**src/rtl/duty_cycle_clock_ctrl.sv**
```systemverilog
// Programmable duty-cycle clock generator with a valid/ready config port and glitch-free,
// period-boundary updates. Optional burst support is built when BURST_MODE_EN is defined.
module duty_cycle_clock_ctrl #(
    parameter int unsigned CNT_W = 8
) (
    input  logic             clock,
    input  logic             reset,
    input  logic             cfg_valid,
    output logic             cfg_ready,
    input  logic [CNT_W-1:0] cfg_period,
    input  logic [CNT_W-1:0] cfg_high,
`ifdef BURST_MODE_EN
    input  logic [7:0]       cfg_burst,
`endif
    output logic             cfg_err,
    input  logic             enable,
    output logic             clk_out,
    output logic             period_done,
    output logic             busy
);

    typedef enum logic [1:0] {StIdle, StRun, StDrain} state_e;

    state_e           state_q, state_d;
    logic [CNT_W-1:0] cnt_q, cnt_d;
    logic             clk_out_q, clk_out_d;
    logic             cfg_err_q, cfg_err_d;
    logic             pending_q, pending_d;
    logic             active_valid_q, active_valid_d;
    logic [CNT_W-1:0] shadow_period_q, shadow_period_d;
    logic [CNT_W-1:0] shadow_high_q, shadow_high_d;
    logic [CNT_W-1:0] active_period_q, active_period_d;
    logic [CNT_W-1:0] active_high_q, active_high_d;

    logic             accept;
    logic             legal;
    logic             counting;
    logic             at_last;
    logic             boundary;
    logic             transfer;
    logic             start_fire;
    logic             start_ok;
    logic             burst_stop;
    logic [CNT_W-1:0] cnt_inc;

    assign accept   = cfg_valid & ~pending_q;
    assign legal    = (cfg_period >= CNT_W'(2)) && (cfg_high >= CNT_W'(1)) &&
                      (cfg_high <= cfg_period - CNT_W'(1));
    assign counting = (state_q != StIdle);
    assign at_last  = (cnt_q == active_period_q - CNT_W'(1));
    assign boundary = counting & at_last;
    assign cnt_inc  = at_last ? '0 : cnt_q + CNT_W'(1);
    // Shadow is promoted immediately while idle, otherwise only at the wrap edge.
    assign transfer   = pending_q & (~counting | at_last);
    assign start_fire = (state_q == StIdle) & enable & active_valid_q & start_ok;

`ifdef BURST_MODE_EN
    logic [7:0] shadow_burst_q;
    logic [7:0] active_burst_q;
    logic [7:0] burst_cnt_q;
    logic       burst_lock_q;

    assign burst_stop = boundary && (active_burst_q != 8'd0) &&
                        ({1'b0, burst_cnt_q} + 9'd1 >= {1'b0, active_burst_q});
    assign start_ok   = ~burst_lock_q;

    always_ff @(posedge clock or negedge reset) begin
        if (!reset) begin
            shadow_burst_q <= '0;
            active_burst_q <= '0;
            burst_cnt_q    <= '0;
            burst_lock_q   <= 1'b0;
        end else begin
            if (accept && legal) shadow_burst_q <= cfg_burst;
            if (transfer)        active_burst_q <= shadow_burst_q;
            if (start_fire) begin
                burst_cnt_q <= '0;
            end else if (boundary && burst_cnt_q != 8'hFF) begin
                burst_cnt_q <= burst_cnt_q + 8'd1;
            end
            // A finished burst holds off restart until enable is seen low.
            if (burst_stop) begin
                burst_lock_q <= 1'b1;
            end else if (!enable) begin
                burst_lock_q <= 1'b0;
            end
        end
    end
`else
    assign burst_stop = 1'b0;
    assign start_ok   = 1'b1;
`endif

    always_comb begin
        state_d         = state_q;
        cnt_d           = cnt_q;
        clk_out_d       = clk_out_q;
        cfg_err_d       = accept & ~legal;
        pending_d       = pending_q;
        active_valid_d  = active_valid_q;
        shadow_period_d = shadow_period_q;
        shadow_high_d   = shadow_high_q;
        active_period_d = active_period_q;
        active_high_d   = active_high_q;

        if (transfer) begin
            active_period_d = shadow_period_q;
            active_high_d   = shadow_high_q;
            pending_d       = 1'b0;
            active_valid_d  = 1'b1;
        end
        if (accept && legal) begin
            shadow_period_d = cfg_period;
            shadow_high_d   = cfg_high;
            pending_d       = 1'b1;
        end

        unique case (state_q)
            StIdle: begin
                if (start_fire) begin
                    state_d   = StRun;
                    cnt_d     = '0;
                    clk_out_d = 1'b1;
                end
            end
            StRun, StDrain: begin
                if ((at_last && !enable) || burst_stop) begin
                    state_d   = StIdle;
                    cnt_d     = '0;
                    clk_out_d = 1'b0;
                end else begin
                    state_d   = enable ? StRun : StDrain;
                    cnt_d     = cnt_inc;
                    // At the wrap cnt_inc is 0 and any legal high-time is >= 1.
                    clk_out_d = (cnt_inc < active_high_q);
                end
            end
            default: begin
                state_d   = StIdle;
                cnt_d     = '0;
                clk_out_d = 1'b0;
            end
        endcase
    end

    always_ff @(posedge clock or negedge reset) begin
        if (!reset) begin
            state_q         <= StIdle;
            cnt_q           <= '0;
            clk_out_q       <= 1'b0;
            cfg_err_q       <= 1'b0;
            pending_q       <= 1'b0;
            active_valid_q  <= 1'b0;
            shadow_period_q <= '0;
            shadow_high_q   <= '0;
            active_period_q <= '0;
            active_high_q   <= '0;
        end else begin
            state_q         <= state_d;
            cnt_q           <= cnt_d;
            clk_out_q       <= clk_out_d;
            cfg_err_q       <= cfg_err_d;
            pending_q       <= pending_d;
            active_valid_q  <= active_valid_d;
            shadow_period_q <= shadow_period_d;
            shadow_high_q   <= shadow_high_d;
            active_period_q <= active_period_d;
            active_high_q   <= active_high_d;
        end
    end

    assign cfg_ready   = ~pending_q;
    assign cfg_err     = cfg_err_q;
    assign clk_out     = clk_out_q;
    assign period_done = boundary;
    assign busy        = counting;

endmodule

```
**config.mk**
```make
export PLATFORM = sky130hd
export DESIGN_NAME = duty_cycle_clock_ctrl
export DESIGN_NICKNAME = d
export VERILOG_FILES = /design/src/rtl/duty_cycle_clock_ctrl.sv
export SDC_FILE = /design/constraint.sdc
export NUM_CORES = 1
export LEC_CHECK = 0
export BUFFER_PORTS_ARGS = -buffer_cell sky130_fd_sc_hd__buf_2
export CORE_MARGIN = 2
export CORE_UTILIZATION = 55
export CTS_CLUSTER_DIAMETER = 80
export DETAILED_ROUTE_END_ITERATION = 12
export GPL_ROUTABILITY_DRIVEN = 0
export PLACE_DENSITY = 0.76
export SETUP_SLACK_MARGIN = 0.02
export SYNTH_ARGS = -nofsm -noshare
export SYNTH_HDL_FRONTEND = slang
export SYNTH_SLANG_ARGS = --single-unit
```
**constraint.sdc**
```tcl
create_clock -name clock -period 3.6 [get_ports clock]
set_clock_uncertainty 0.1 [all_clocks]
set_input_delay 0.54 -clock clock [delete_from_list [all_inputs] [get_ports clock]]
set_output_delay 0.54 -clock clock [all_outputs]
set_load 0.01 [all_outputs]
```
==> out/metrics.cfg, run 1 <==
[outcome]
status=finished clean

[clock_network]
cts_buffers=5
clock-sinks=46
htree_levels=2
root_buffer=clkbuf_8
clk_pin_slew_worst_paths_ns=0.09
cts_hold_buf=0
clk_path_buf_depth=2
cts_tree=done
insertion_delay_ns=0.30

[logic_synthesis]
async_flop_share_pct=100
synthFlopType=dfrtp_1
synth.distinct_cells=52
synth_cells=269
synth-edff-count=0
postSynthAreaPerCell_um2=10.5
syn_nets=310
synth.yosys.warnings=0
ys_ff_latch=46
ys_seq_area_share_pct=40.7
synth_area_um2=2830

[hold_path]
hold_path_class=in -> async

[run]
cap_viol_max_count=0

[worst_setup_path]
r2r_slack_ns=0.30
critPathKind=reg -> out
startpoint_type=flop
critPathArrivalTime_ns=2.68
crit_required_ns=2.96
critPathCaptureType=primary output
critPathMaxFanout=9
rr_worst_depth=14

[timing]
setup_tns_ns=0
max_freq_mhz=302
period_minus_slack_ns=3.32
setup_viol=0
hold_violations=0
rsz0062_at_grt=no
period_share_pct=92.1
worst_pin_slew_ns=0.987
slew_headroom_pct=34.2
slew_violations=0
holdWs_ns=0.285

[die]
dieArea_um2=5730
num_rows=26
die_w_um=75.7
initial_core_util_pct=56.0
coreArea_um2=5040
die_y_um=75.7
ios=25

[placement]
dp.final_hpwl_um=4250
io_buffers=24

[final_layout]
fillCellCount=408
drive_gt1_share_pct=23.3
nets=336
syn2layout_area_growth_pct=11.4
multi_input_area_um2=1560
final_core_utilization_pct=62.4
ff_latch_area_um2=1150
diodes=0

[global_route]
antenna_found_initial=0
grt_overflow_total=0
grt_max_degree=47
first_global_vias=1987
grt_util_all_layers_pct=22.6
grt_pass1_wl_um=9520

[pwr]
cellPowerDensity_nw_per_um2=740
ir_drop_mv=0.369
p_leak_nw=1.43
total_power_w=0.00233

[detailed_routing]
drtIter0Drc=94
drc=0
vias=2079
viasPerCell=5.68
wl_um=5690
post_drt_wl_per_cell_um=15.5
drt-pass1-iter-count=8
ant_nets=0

==> worst paths after layout <==
| check | start | to |
|---|---|---|
| hold reg to reg | shadow_high_q[5] | active_high_q[5] |
| setup / recovery | active_period_q[0] | period_done |
| max in group asynchronous | reset | active_period_q[2] |
| min in group clock | enable | state_q[1] |
| setup reg to reg | active_period_q[0] | clk_out |
| hold / removal | reset | cnt_q[1] |
==> logic make-up after synthesis <==
| kind of cell | synth area share [%] |
|---|---|
| and+or+nand+nor | 15.1 |
| xor gates and xnor gates | 4.96 |
| adders and majority gates | 9.30 |
| DFF | 40.7 |
| muxes | 14.0 |
| buffers and inverters | 4.56 |
| AOI/OAI and AO/OA | 11.4 |
==> power by group <==
part           total [W]  internal (W)  switching (W)
Clock           0.000387      0.000207       0.000180
Combinational    0.00100      0.000517       0.000484
Sequential      0.000942      0.000738       0.000204
Total            0.00233       0.00146       0.000867
==> worst max-delay path, stage by stage (launching register included) <==
cell and delay, ns:
dfrtp_1 0.44, inv_1 0.08, ha_1 0.20, or3b_1 0.42, nor4_2 0.20, o2111ai_2 0.20, or3_1 0.42, buf_4 0.19
nor2_1 0.09, buf_2 0.13
==> flip-flops by register name, summed over array words and instances (netlist names) <==
signal	flops
active_high_q	8
active_period_q	8
cnt_q	8
shadow_high_q	8
shadow_period_q	8
state_q	2
active_valid_q	1
cfg_err	1
clk_out	1
pending_q	1
==> placed cells by master, fill, tap and decap left out, types with 5 or more instances in the layout <==
cell type	n
mux2_1	7
ha_1	21
o21ai_0	7
nand2b_1	6
nand2_1	15
xnor2_1	8
nor2_1	9
dfrtp_1	46
mux2_2	16
inv_1	22
buf_2	24
o22ai_1	5
nor3_1	7
nand3_1	7
a21oi_1	14
xor2_1	8
clkbuf_8	5
mux2_4	9
buf_4	5
==> layout make-up <==
class,count,share of cell area (%)
Inverter,22,2.62
Clock buffer,6,2.31
Multi-Input combinational cell,191,49.5
Tap cell,70,2.78
Timing Repair Buffer,29,5.01
Clock inverter,2,1.19
Sequential cell,46,36.6
==> what timing repair did <==
action | CTS | global route
buffers inserted | 0 | 2
gates resized for setup | 0 | 2
endpoints found under the setup margin | 0 | 1
==> cells in the mapped netlist (4+ instances only) <==
master / instances / area [um^2]
xnor2_1: 8 / 70.1
o21ai_0: 7 / 35.0
a21oi_1: 14 / 70.1
nand2b_1: 6 / 37.5
nor3_1: 7 / 35.0
nand4_1: 4 / 25.0
inv_1: 22 / 82.6
nand3_1: 7 / 35.0
clkbuf_1: 8 / 30.0
nor4_1: 5 / 31.3
mux2_4: 9 / 135
mux2_1: 7 / 78.8
ha_1: 21 / 263
dfrtp_1: 46 / 1150
nor2_1: 9 / 33.8
mux2_2: 16 / 180
xor2_1: 8 / 70.1
a31oi_1: 4 / 25.0
nand2_1: 15 / 56.3
o22ai_1: 5 / 31.3
==> stage by stage <==
step                      instances  worst slack [ns]  instance area [um^2]
after floorplan                 269             0.281                  2830
after global placement          356             0.182                  3010
after detailed placement        356            0.0656                  3010
after CTS                       364             0.183                  3120
after global routing            366            0.0537                  3150
final                           366             0.284                  3150
==> per-layer routing <==
layer	track usage, %	vias to the layer above	wire, um
met5	0	-	0
met1	28.9	988	2630
met4	9.55	0	109
li1	-	1020	-
met2	37.9	61	2690
met3	4.10	10	263
(Power assumes the default switching activity.)
==> run 2: changes to the inputs <==
--- a/config.mk
+++ b/config.mk
@@ -12,6 +12,7 @@
 export DETAILED_ROUTE_END_ITERATION = 12
 export GPL_ROUTABILITY_DRIVEN = 0
 export PLACE_DENSITY = 0.76
+export RECOVER_POWER = 100
 export SETUP_SLACK_MARGIN = 0.02
 export SYNTH_ARGS = -nofsm -noshare
 export SYNTH_HDL_FRONTEND = slang
==> out/metrics.cfg, run 2 (same netlist as run 1, synthesis figures left out) <==
[final_layout]
diodes=0  ; unchanged
syn2layout_area_growth_pct=9.79  ; was 11.4%
fillCellCount=422  ; was 408
layoutNonFillerInstCount=366  ; unchanged
drive_gt1_share_pct=17.9  ; was 23.3%
nets=336  ; unchanged
final_common_cell=dfrtp_1  ; unchanged
final_cell_mix=dfrtp_1, inv_1, ha_1  ; was dfrtp_1, buf_2, inv_1

[die]
die_y_um=75.7  ; unchanged
die_w_um=75.7  ; unchanged
coreArea_um2=5040  ; unchanged
initial_core_util_pct=56.0  ; unchanged
num_rows=26  ; unchanged
dieArea_um2=5730  ; unchanged
ios=25  ; unchanged

[worst_setup_path]
rr_worst_depth=14  ; unchanged
startpoint_type=flop  ; unchanged
critPathMaxFanout=9  ; unchanged
reg2reg_to=clk_out  ; unchanged
worstReg2RegStart=active_period_q[0]  ; unchanged
critPathKind=reg -> out  ; unchanged
critPathArrivalTime_ns=2.71  ; was 2.68 ns
r2r_slack_ns=0.30  ; about the same
crit_required_ns=2.96  ; about the same
critPathCaptureType=primary output  ; unchanged

[global_route]
first_global_vias=1987  ; unchanged
antenna_found_initial=0  ; unchanged
grt_max_degree=47  ; unchanged
grt_pass1_wl_um=9520  ; unchanged
grt_util_all_layers_pct=22.6  ; unchanged
grt_overflow_total=0  ; unchanged

[pwr]
swShare_pct=38.1  ; was 37.2%
combPwrFrac_pct=41.3  ; was 42.9%
cellPowerDensity_nw_per_um2=727  ; was 740 nW/um^2
pwr-share-clk_pct=17.2  ; was 16.6%
p_int_w=0.00139  ; was 0.00146 W
p_leak_nw=1.37  ; was 1.43 nW
switchingPower_w=0.000860  ; was 0.000867 W
ir_drop_mv=0.366  ; was 0.369 mV
p_seq_share_pct=41.6  ; was 40.5%

[clock_network]
cts_tree=done  ; unchanged
root_buffer=clkbuf_8  ; unchanged
cts_buffers=5  ; unchanged
cts_hold_buf=0  ; unchanged
clk_path_buf_depth=2  ; unchanged
insertion_delay_ns=0.31  ; was 0.30 ns
clk_pin_slew_worst_paths_ns=0.09  ; about the same
clock-sinks=46  ; unchanged
htree_levels=2  ; unchanged

[detailed_routing]
drc=0  ; unchanged
post_drt_wl_per_cell_um=15.6  ; was 15.5 um
viasPerCell=5.66  ; was 5.68
wl_um=5720  ; was 5690 um
drt-pass1-iter-count=4  ; was 8
vias=2070  ; was 2,079
drtIter0Drc=98  ; was 94
ant_nets=0  ; unchanged

[timing]
slew_headroom_pct=-59.4  ; was 34.2%
max_freq_mhz=298  ; was 302 MHz
period_share_pct=93.1  ; was 92.1%
rsz0062_at_grt=no  ; unchanged
setup_viol=0  ; unchanged
hold_violations=0  ; unchanged
worst_pin_slew_ns=2.39  ; was 0.987 ns
slew_violations=47  ; was 0
period_minus_slack_ns=3.35  ; was 3.32 ns
setup_tns_ns=0  ; unchanged

[outcome]
status=finished, violations left  ; was finished clean
violations=capacitance limit, slew limit

[hold_path]
hold_depth=2
holdPathEnd=state_q[1]
hold_start=enable
hold_path_class=in -> reg  ; was in -> async

[run]
cap_viol_max_count=1  ; was 0

[placement]
io_buffers=24  ; unchanged
dp.final_hpwl_um=4250  ; unchanged
dp.cells=356  ; unchanged

[run 2: timing repair]
| item | in CTS | in global routing |
|---|---|---|
| setup buffers | 0 | 2 |
| gates resized for setup | 0 | 2 |
| endpoints found under the setup margin | 0 | 1 |
[run 2: cell type report]
| class | count | area [um^2] | area share, % |
|---|---|---|---|
| multi-input combinational | 191 | 1530 | 49.3 |
| inverter | 22 | 82.6 | 2.66 |
| sequential | 46 | 1150 | 37.1 |
| timing repair buffer | 29 | 143 | 4.60 |
| clock inverter | 2 | 37.5 | 1.21 |
| tap | 70 | 87.6 | 2.82 |
| clock buffer | 6 | 72.6 | 2.34 |
[run 2: how the worst max path moves through the flow]
stage	startpoint	end	slack, ns	cells after the start
floorplan	cfg_period[4]	shadow_high_q[5]	0.28	11
global placement	cfg_period[4]	shadow_period_q[4]	0.18	10
detailed placement	cfg_period[4]	shadow_high_q[7]	0.07	10
CTS	active_period_q[0]	period_done	0.18	9
global route	active_period_q[0]	clk_out	0.05	14
finish	active_period_q[0]	period_done	0.25	9
[run 2: power by group through the flow]
stage	logic, W	clock network [W]	registers [W]
after floorplan	0.000794	0	0.000874
after global placement	0.000938	0	0.000930
after detailed placement	0.000981	0	0.000949
after CTS	0.000988	0.000392	0.000939
after global routing	0.00103	0.000413	0.000976
final	0.000931	0.000387	0.000937
[run 2: worst max-delay path: stages (launching register included)]
cell	delay, ns
dfrtp_1	0.44
inv_1	0.08
ha_1	0.20
or3b_1	0.42
nor4_2	0.20
o2111ai_2	0.20
or3_1	0.42
buf_4	0.19
nor2_1	0.09
clkbuf_1	0.15
[run 2: stage by stage]
stage	cell area, um^2	setup WS [ns]	power (W)	utilization [%]	hold WS, ns
after detailed placement	3010	0.0656	0.00193	59.7	0.381
after floorplan	2830	0.281	0.00167	-	0.144
after global routing	3100	0.0450	0.00242	61.5	0.382
final	3100	0.250	0.00225	61.5	0.377
after CTS	3120	0.183	0.00232	61.9	0.336
after global placement	3010	0.182	0.00187	59.7	0.365
[run 2: per-layer routing]
layer  routed length (um)  GRT usage, %  vias to the layer above
li1                     -             -                     1019
met1                 2640          28.9                      989
met2                 2740          37.9                       55
met3                  233          4.10                        7
met4                   97          9.55                        0
met5                    0             0                        -
